--- src/rtl/reg_file_pkg.sv ---
`default_nettype none
// +----------------------------------------------------------------------------+
// | Module      : reg_file_pkg                                                 |
// | Description : Shared constants, types and helpers for the 2W2R register    |
// |               file (default geometry, address-width function, write-      |
// |               request struct, zero-register switch).                       |
// | Config      : REG_FILE_ZERO_REG_EN - when defined, register 0 is hardwired |
// |               to zero.                                                     |
// | Revision    : 1.0 - initial release                                        |
// +----------------------------------------------------------------------------+
package reg_file_pkg;

    localparam int c_DATA_W_DEFAULT = 16;
    localparam int c_DEPTH_DEFAULT  = 16;

    // The write-request struct is width-independent so that one type serves
    // every parameterisation; instances zero-extend into these fields.
    localparam int c_REQ_ADDR_W = 16;
    localparam int c_REQ_DATA_W = 64;

`ifdef REG_FILE_ZERO_REG_EN
    localparam bit c_ZERO_REG_EN = 1'b1;
`else
    localparam bit c_ZERO_REG_EN = 1'b0;
`endif

    typedef struct packed {
        logic                    en;
        logic [c_REQ_ADDR_W-1:0] addr;
        logic [c_REQ_DATA_W-1:0] data;
    } wr_req_t;

    // A single-entry file still needs a one-bit address port.
    function automatic int reg_file_addr_w(input int depth);
        return (depth > 1) ? $clog2(depth) : 1;
    endfunction

endpackage
`default_nettype wire

--- src/rtl/reg_file_rd_port.sv ---
`default_nettype none
// +----------------------------------------------------------------------------+
// | Module      : reg_file_rd_port                                             |
// | Description : One registered read port: array mux, range check, two-port  |
// |               write bypass (port 1 wins), zero-register masking, output   |
// |               register that holds while the read enable is low.          |
// | Ports       : clk, rst         - clock, synchronous active-high reset      |
// |               i_regs           - flattened register array                  |
// |               i_wr0, i_wr1     - same-cycle write requests for bypass      |
// |               i_rd_en          - read enable                               |
// |               i_rd_addr        - read address                              |
// |               o_data           - registered read data                      |
// | Config      : REG_FILE_ZERO_REG_EN - reads of address 0 load zero.        |
// | Revision    : 1.0 - initial release                                        |
// +----------------------------------------------------------------------------+
module reg_file_rd_port
    import reg_file_pkg::*;
#(
    parameter int DATA_W = c_DATA_W_DEFAULT,
    parameter int DEPTH  = c_DEPTH_DEFAULT,
    parameter int ADDR_W = reg_file_addr_w(DEPTH)
) (
    input  logic                         clk,
    input  logic                         rst,
    input  logic [DEPTH-1:0][DATA_W-1:0] i_regs,
    input  wr_req_t                      i_wr0,
    input  wr_req_t                      i_wr1,
    input  logic                         i_rd_en,
    input  logic [ADDR_W-1:0]            i_rd_addr,
    output logic [DATA_W-1:0]            o_data
);

    logic                    w_rd_in_range;
    logic                    w_rd_ok;
    logic [c_REQ_ADDR_W-1:0] w_rd_addr_x;
    logic                    w_hit0;
    logic                    w_hit1;
    logic [DATA_W-1:0]       w_next;
    logic [DATA_W-1:0]       r_data;

    // Only a non-power-of-two depth has unreachable addresses to reject.
    if (DEPTH < (1 << ADDR_W)) begin : g_partial_range
        assign w_rd_in_range = (i_rd_addr < ADDR_W'(DEPTH));
    end else begin : g_full_range
        assign w_rd_in_range = 1'b1;
    end

    if (DATA_W < c_REQ_DATA_W) begin : g_data_pad
        logic w_unused_pad;
        assign w_unused_pad = ^{i_wr0.data[c_REQ_DATA_W-1:DATA_W],
                                i_wr1.data[c_REQ_DATA_W-1:DATA_W]};
    end

    assign w_rd_ok     = w_rd_in_range && !(c_ZERO_REG_EN && (i_rd_addr == '0));
    assign w_rd_addr_x = c_REQ_ADDR_W'(i_rd_addr);

    // A matching write is necessarily in range and non-zero whenever the read
    // itself passes w_rd_ok, so the write side needs no separate qualification.
    assign w_hit0 = i_wr0.en && (i_wr0.addr == w_rd_addr_x);
    assign w_hit1 = i_wr1.en && (i_wr1.addr == w_rd_addr_x);

    always_comb begin
        w_next = '0;
        if (w_rd_ok) begin
            if (w_hit1) begin
                w_next = i_wr1.data[DATA_W-1:0];
            end else if (w_hit0) begin
                w_next = i_wr0.data[DATA_W-1:0];
            end else begin
                w_next = i_regs[i_rd_addr];
            end
        end
    end

    always_ff @(posedge clk) begin
        if (rst) begin
            r_data <= '0;
        end else if (i_rd_en) begin
            r_data <= w_next;
        end
    end

    assign o_data = r_data;

endmodule
`default_nettype wire

--- src/rtl/reg_file_2w2r.sv ---
`default_nettype none
// +----------------------------------------------------------------------------+
// | Module      : reg_file_2w2r                                                |
// | Description : DEPTH x DATA_W register file, two write ports (port 1 has   |
// |               priority), two registered read ports with same-cycle        |
// |               write-to-read bypass.                                        |
// | Ports       : Clk                       - clock                            |
// |               Clear                     - synchronous active-high reset    |
// |               WrEn0/WrAddr0/WrData0     - write port 0                     |
// |               WrEn1/WrAddr1/WrData1     - write port 1 (higher priority)   |
// |               RdEnA/RdAddrA -> DataA    - read port A (1-cycle latency)    |
// |               RdEnB/RdAddrB -> DataB    - read port B (1-cycle latency)    |
// | Config      : REG_FILE_ZERO_REG_EN - register 0 hardwired to zero.        |
// | Revision    : 1.0 - initial release                                        |
// +----------------------------------------------------------------------------+
module reg_file_2w2r
    import reg_file_pkg::*;
#(
    parameter  int DATA_W = c_DATA_W_DEFAULT,
    parameter  int DEPTH  = c_DEPTH_DEFAULT,
    localparam int ADDR_W = reg_file_addr_w(DEPTH)
) (
    input  logic              Clk,
    input  logic              Clear,
    input  logic              WrEn0,
    input  logic [ADDR_W-1:0] WrAddr0,
    input  logic [DATA_W-1:0] WrData0,
    input  logic              WrEn1,
    input  logic [ADDR_W-1:0] WrAddr1,
    input  logic [DATA_W-1:0] WrData1,
    input  logic              RdEnA,
    input  logic [ADDR_W-1:0] RdAddrA,
    output logic [DATA_W-1:0] DataA,
    input  logic              RdEnB,
    input  logic [ADDR_W-1:0] RdAddrB,
    output logic [DATA_W-1:0] DataB
);

    logic [DEPTH-1:0][DATA_W-1:0] r_mem;
    logic                         w_wr0_in_range;
    logic                         w_wr1_in_range;
    logic                         w_wr0_ok;
    logic                         w_wr1_ok;
    wr_req_t                      w_req0;
    wr_req_t                      w_req1;

    if (DEPTH < (1 << ADDR_W)) begin : g_partial_range
        assign w_wr0_in_range = (WrAddr0 < ADDR_W'(DEPTH));
        assign w_wr1_in_range = (WrAddr1 < ADDR_W'(DEPTH));
    end else begin : g_full_range
        assign w_wr0_in_range = 1'b1;
        assign w_wr1_in_range = 1'b1;
    end

    assign w_wr0_ok = WrEn0 && w_wr0_in_range && !(c_ZERO_REG_EN && (WrAddr0 == '0));
    assign w_wr1_ok = WrEn1 && w_wr1_in_range && !(c_ZERO_REG_EN && (WrAddr1 == '0));

    // Port 1 is assigned last so it wins an address collision. With the zero
    // register enabled word 0 is never written and stays at its reset value.
    always_ff @(posedge Clk) begin
        if (Clear) begin
            r_mem <= '0;
        end else begin
            if (w_wr0_ok) begin
                r_mem[WrAddr0] <= WrData0;
            end
            if (w_wr1_ok) begin
                r_mem[WrAddr1] <= WrData1;
            end
        end
    end

    // Raw requests go to the read ports; they apply their own range and
    // zero-register masking to the read address.
    always_comb begin
        w_req0                   = '0;
        w_req0.en                = WrEn0;
        w_req0.addr[ADDR_W-1:0]  = WrAddr0;
        w_req0.data[DATA_W-1:0]  = WrData0;
        w_req1                   = '0;
        w_req1.en                = WrEn1;
        w_req1.addr[ADDR_W-1:0]  = WrAddr1;
        w_req1.data[DATA_W-1:0]  = WrData1;
    end

    reg_file_rd_port #(
        .DATA_W (DATA_W),
        .DEPTH  (DEPTH),
        .ADDR_W (ADDR_W)
    ) u_rd_a (
        .clk       (Clk),
        .rst       (Clear),
        .i_regs    (r_mem),
        .i_wr0     (w_req0),
        .i_wr1     (w_req1),
        .i_rd_en   (RdEnA),
        .i_rd_addr (RdAddrA),
        .o_data    (DataA)
    );

    reg_file_rd_port #(
        .DATA_W (DATA_W),
        .DEPTH  (DEPTH),
        .ADDR_W (ADDR_W)
    ) u_rd_b (
        .clk       (Clk),
        .rst       (Clear),
        .i_regs    (r_mem),
        .i_wr0     (w_req0),
        .i_wr1     (w_req1),
        .i_rd_en   (RdEnB),
        .i_rd_addr (RdAddrB),
        .o_data    (DataB)
    );

endmodule
`default_nettype wire

--- config.mk ---
export PLATFORM = sky130hd
export DESIGN_NAME = reg_file_2w2r
export DESIGN_NICKNAME = d
export VERILOG_FILES = /design/src/rtl/reg_file_pkg.sv /design/src/rtl/reg_file_rd_port.sv /design/src/rtl/reg_file_2w2r.sv
export SDC_FILE = /design/constraint.sdc
export NUM_CORES = 1
export LEC_CHECK = 0
export CAP_MARGIN = 20
export CORE_MARGIN = 2
export CORE_UTILIZATION = 43
export CTS_CLUSTER_DIAMETER = 120
export DETAILED_ROUTE_END_ITERATION = 10
export GPL_TIMING_DRIVEN = 1
export PLACE_DENSITY = 0.65
export SYNTH_ARGS = -nofsm -noshare
export SYNTH_HDL_FRONTEND = slang
export SYNTH_SLANG_ARGS = --single-unit
--- constraint.sdc ---
create_clock -name Clk -period 3.2 [get_ports Clk]
set_input_delay 0.32 -clock Clk [delete_from_list [all_inputs] [get_ports Clk]]
set_output_delay 0.32 -clock Clk [all_outputs]
set_load 0.01 [all_outputs]
==> impl_results.md <==
* DIE AREA at 43370 sq um
* Die span in x at about 210 um
* ANT cells at 0
* Distinct cell type count after synthesis at 57
* Worst setup EP type: register
* Crit Path Category: in -> reg
* Max IR drop VDD at between 0.0003 and 0.0004 V
* Placement Cell Area at approximately 19000 sq um
* Post-route antenna net violation count at 0
* P&R area growth vs syn at 12.14%
* Number of antenna violations at the first check in global routing at 0
* Largest net degree at the start of global routing at between 100 and 150
* Leakage at approximately 7.4 nW
* CTS Buffer Depth at 3
* Post-synthesis sequential area ratio at approximately 32%
* Syn_area_per_cell at ~9.6 sq um
* Unrepaired setup endpoints after global routing: no
* Count leader, synth: mux2i_1
* First-pass GRT wire length at a little over 100000 um
* Sum of buffers and inverters on the critical path at 2
* H-tree lvl count at 1
* Status: complete, no violations
* Via count at ~16000
* Ys flop type: dfxtp_1
* Final #Nets at between 1500 and 2000
* Most frequent cells after synthesis: mux2i_1, dfxtp_1, nor2_1
* PwrDens at approximately 450 nW/um^2
* Vias in the first global route at between 15000 and 20000
* Minimum clock period at around 2.4 ns
* Total clock sinks at 288
* Syn_nets at around 1900
* Ys Warns at 0
* Max Cap Viol at 0
* Fin area at around 20000 sq um
* Cell Area, Synth at approximately 18000 sq um
* Synth top area share at between 30% and 40%
* Final Max Tran Viols at 0
* IO buf count at 85
* Int Pwr at 6.489 mW
* Final Hold Fails at 0
* Remaining DRCs at 0
* Hpwl dp at about 44000 um
* Reg power frac at roughly 43%
* Max Clock Freq at 413.1 MHz
* Clock transition at path regs at roughly 0.060 ns
* Hold depth at 2
* Avg Vias per Cell at just under 7
* Die H at approximately 210 um
* Switching fraction of total power at roughly 28%
* Final TNS setup at 0 ns
* Post-CTS Resized at 0
* Post-Synthesis Cells at ~1900
* Critical path startpoint category: input pin
* Hold Path Class: in -> reg
* CP required at ~3.6 ns
* Clock power frac at between 40% and 50%
* Slowest CP cell: nor2_2
* RD Place Congestion at 0.9229
* Critical Path AT at between 2 and 3 ns
* Worst Reg-to-Reg Cells at 5
* CTS buffer count at 31
* Clock skew at 0.01249 ns
* Routed WL at between 60000 and 70000 um
* Crit-path max cell delay at just under 0.8 ns
* Initial Utilization at between 40 and 50%
* Setup violators final at 0
* Post-layout util at between 40% and 50%
* Tightest Pin Transition at roughly 1.1 ns
* Leading area contributor after synthesis: dfxtp_1
* EDFF count, synth at 0
* Rows at 74
* Setup bufs post-CTS at 0
* Worst hold slack at approximately 0.28 ns
* FFs w/ async S/R, synth at 0%
* Critical path fanouts, max at 19
* GR Util All Layers at 30.40%
* Ranking of synthesized cells by area: dfxtp_1, mux2i_1, a211oi_1
* Comb pwr share at between 15 and 20%
* WL per Instance at 28.38 um
* Yosys reg bits at approximately 290
* Total global routing overflow at 0
* Crit path max-delay family: compound AO/OA/AOI/OAI gates
* 1st-iter DRT viols at 2146
* Slew margin rel. at 29.56%
* Crit path cell chain: clkdlybuf4s50_1 > buf_4 > nor2_2 > a221oi_1 > o21a_1 > a221oi_1 > a2111oi_1
* Final Cycle Share at about three quarters
* Hold Buf Count CTS at 0
* Skew-Pair Late Insertion Delay at just under 0.6 ns
* Pre-Repair DR Iteration Count at 6
* TritonCTS clock tree: done
* Stages on worst setup path at 7
* Most common cell on crit path: a221oi_1
* # IOs at 86
* Layout cells sized above 1 at about 16%
* Clk root buf: clkbuf_16
* Core area at approximately 41000 sq um
* Sw power at about 2.5 mW
==> layer usage <==
layer	global-route usage [%]	part of all wire, %	vias up
li1	-	-	7018
met3	5.736	9.6	255
met4	15.78	5.8	0
met2	46.41	44	972
met5	0	0	-
met1	40.93	41	7941
==> final timing paths <==
kind / to / slack (ns) / start
hold / removal: r_mem[38] / 0.28 / Clear
hold reg to reg: r_mem[14] / 0.52 / r_mem[14]
setup / recovery: u_rd_a.o_data[5] / 0.78 / RdAddrA[3]
setup reg to reg: u_rd_a.o_data[0] / 1.51 / r_mem[144]
==> power groups by stage <==
stage / registers, mW / logic [mW] / clock network (mW)
6_report: 3.84 / 1.42 / 3.77
4_1_cts: 3.84 / 1.39 / 3.76
3_3_place_gp: 3.91 / 1.36 / 0
5_1_grt: 3.85 / 1.49 / 3.92
2_1_floorplan: 3.88 / 0.914 / 0
3_5_place_dp: 3.91 / 1.39 / 0
==> logic make-up after synthesis <==
group	after synthesis	synth area share [%]
mux	442	29.35
xor+xnor	16	0.7812
flops	288	32.14
simple gates	410	10.37
compound gates	459	20.58
buf+inv	250	6.773
==> per-stage QoR <==
stage | cells | total power, mW | setup WS (ns)
after floorplan | 1865 | 4.799 | 1.305
after global placement | 2335 | 5.274 | 0.3480
after detailed placement | 2336 | 5.300 | 0.2855
after CTS | 2391 | 8.986 | 0.8734
after global routing | 2391 | 9.256 | 0.6757
final | 2391 | 9.032 | 0.7793
==> final cells by class <==
class	instances	area (sq um)
timing repair buffer	182	1654
clock inverter	11	133.9
tap	532	665.6
fill	3779	20900
multi-input combinational	1327	10970
clock buffer	44	904.6
sequential	288	5766
inverter	7	26.28
==> layout by cell type (no fill, tap or decap), drive strengths merged, types with 10 or more instances in the layout <==
| cell type | instances |
|---|---|
| mux4 | 64 |
| nor4 | 12 |
| xor2 | 12 |
| nand3 | 10 |
| nor2 | 279 |
| buf | 103 |
| a2111oi | 23 |
| o22ai | 31 |
| o21a | 16 |
| clkbuf | 44 |
| nand2b | 35 |
| a21o | 12 |
| mux2 | 32 |
| nor3 | 15 |
| a211oi | 263 |
| mux2i | 346 |
| a221oi | 47 |
| nand2 | 21 |
| dfxtp | 288 |
| nor3b | 13 |
| o221ai | 16 |
| o32ai | 12 |
| clkdlybuf4s50 | 79 |
| o21ai | 15 |
==> sequential cells by signal (all words and copies together) (netlist names) <==
register,cells
r_mem,256
u_rd_a.o_data,16
u_rd_b.o_data,16
==> worst reg2reg max path, cell delays in order, from the launching register on <==
cell and delay [ns]:
dfxtp_1 0.35, mux2i_1 0.16, a221oi_1 0.40, o21a_1 0.17, o32ai_1 0.08, a2111oi_1 0.41
No activity file was read; power rests on OpenSTA's default activity.
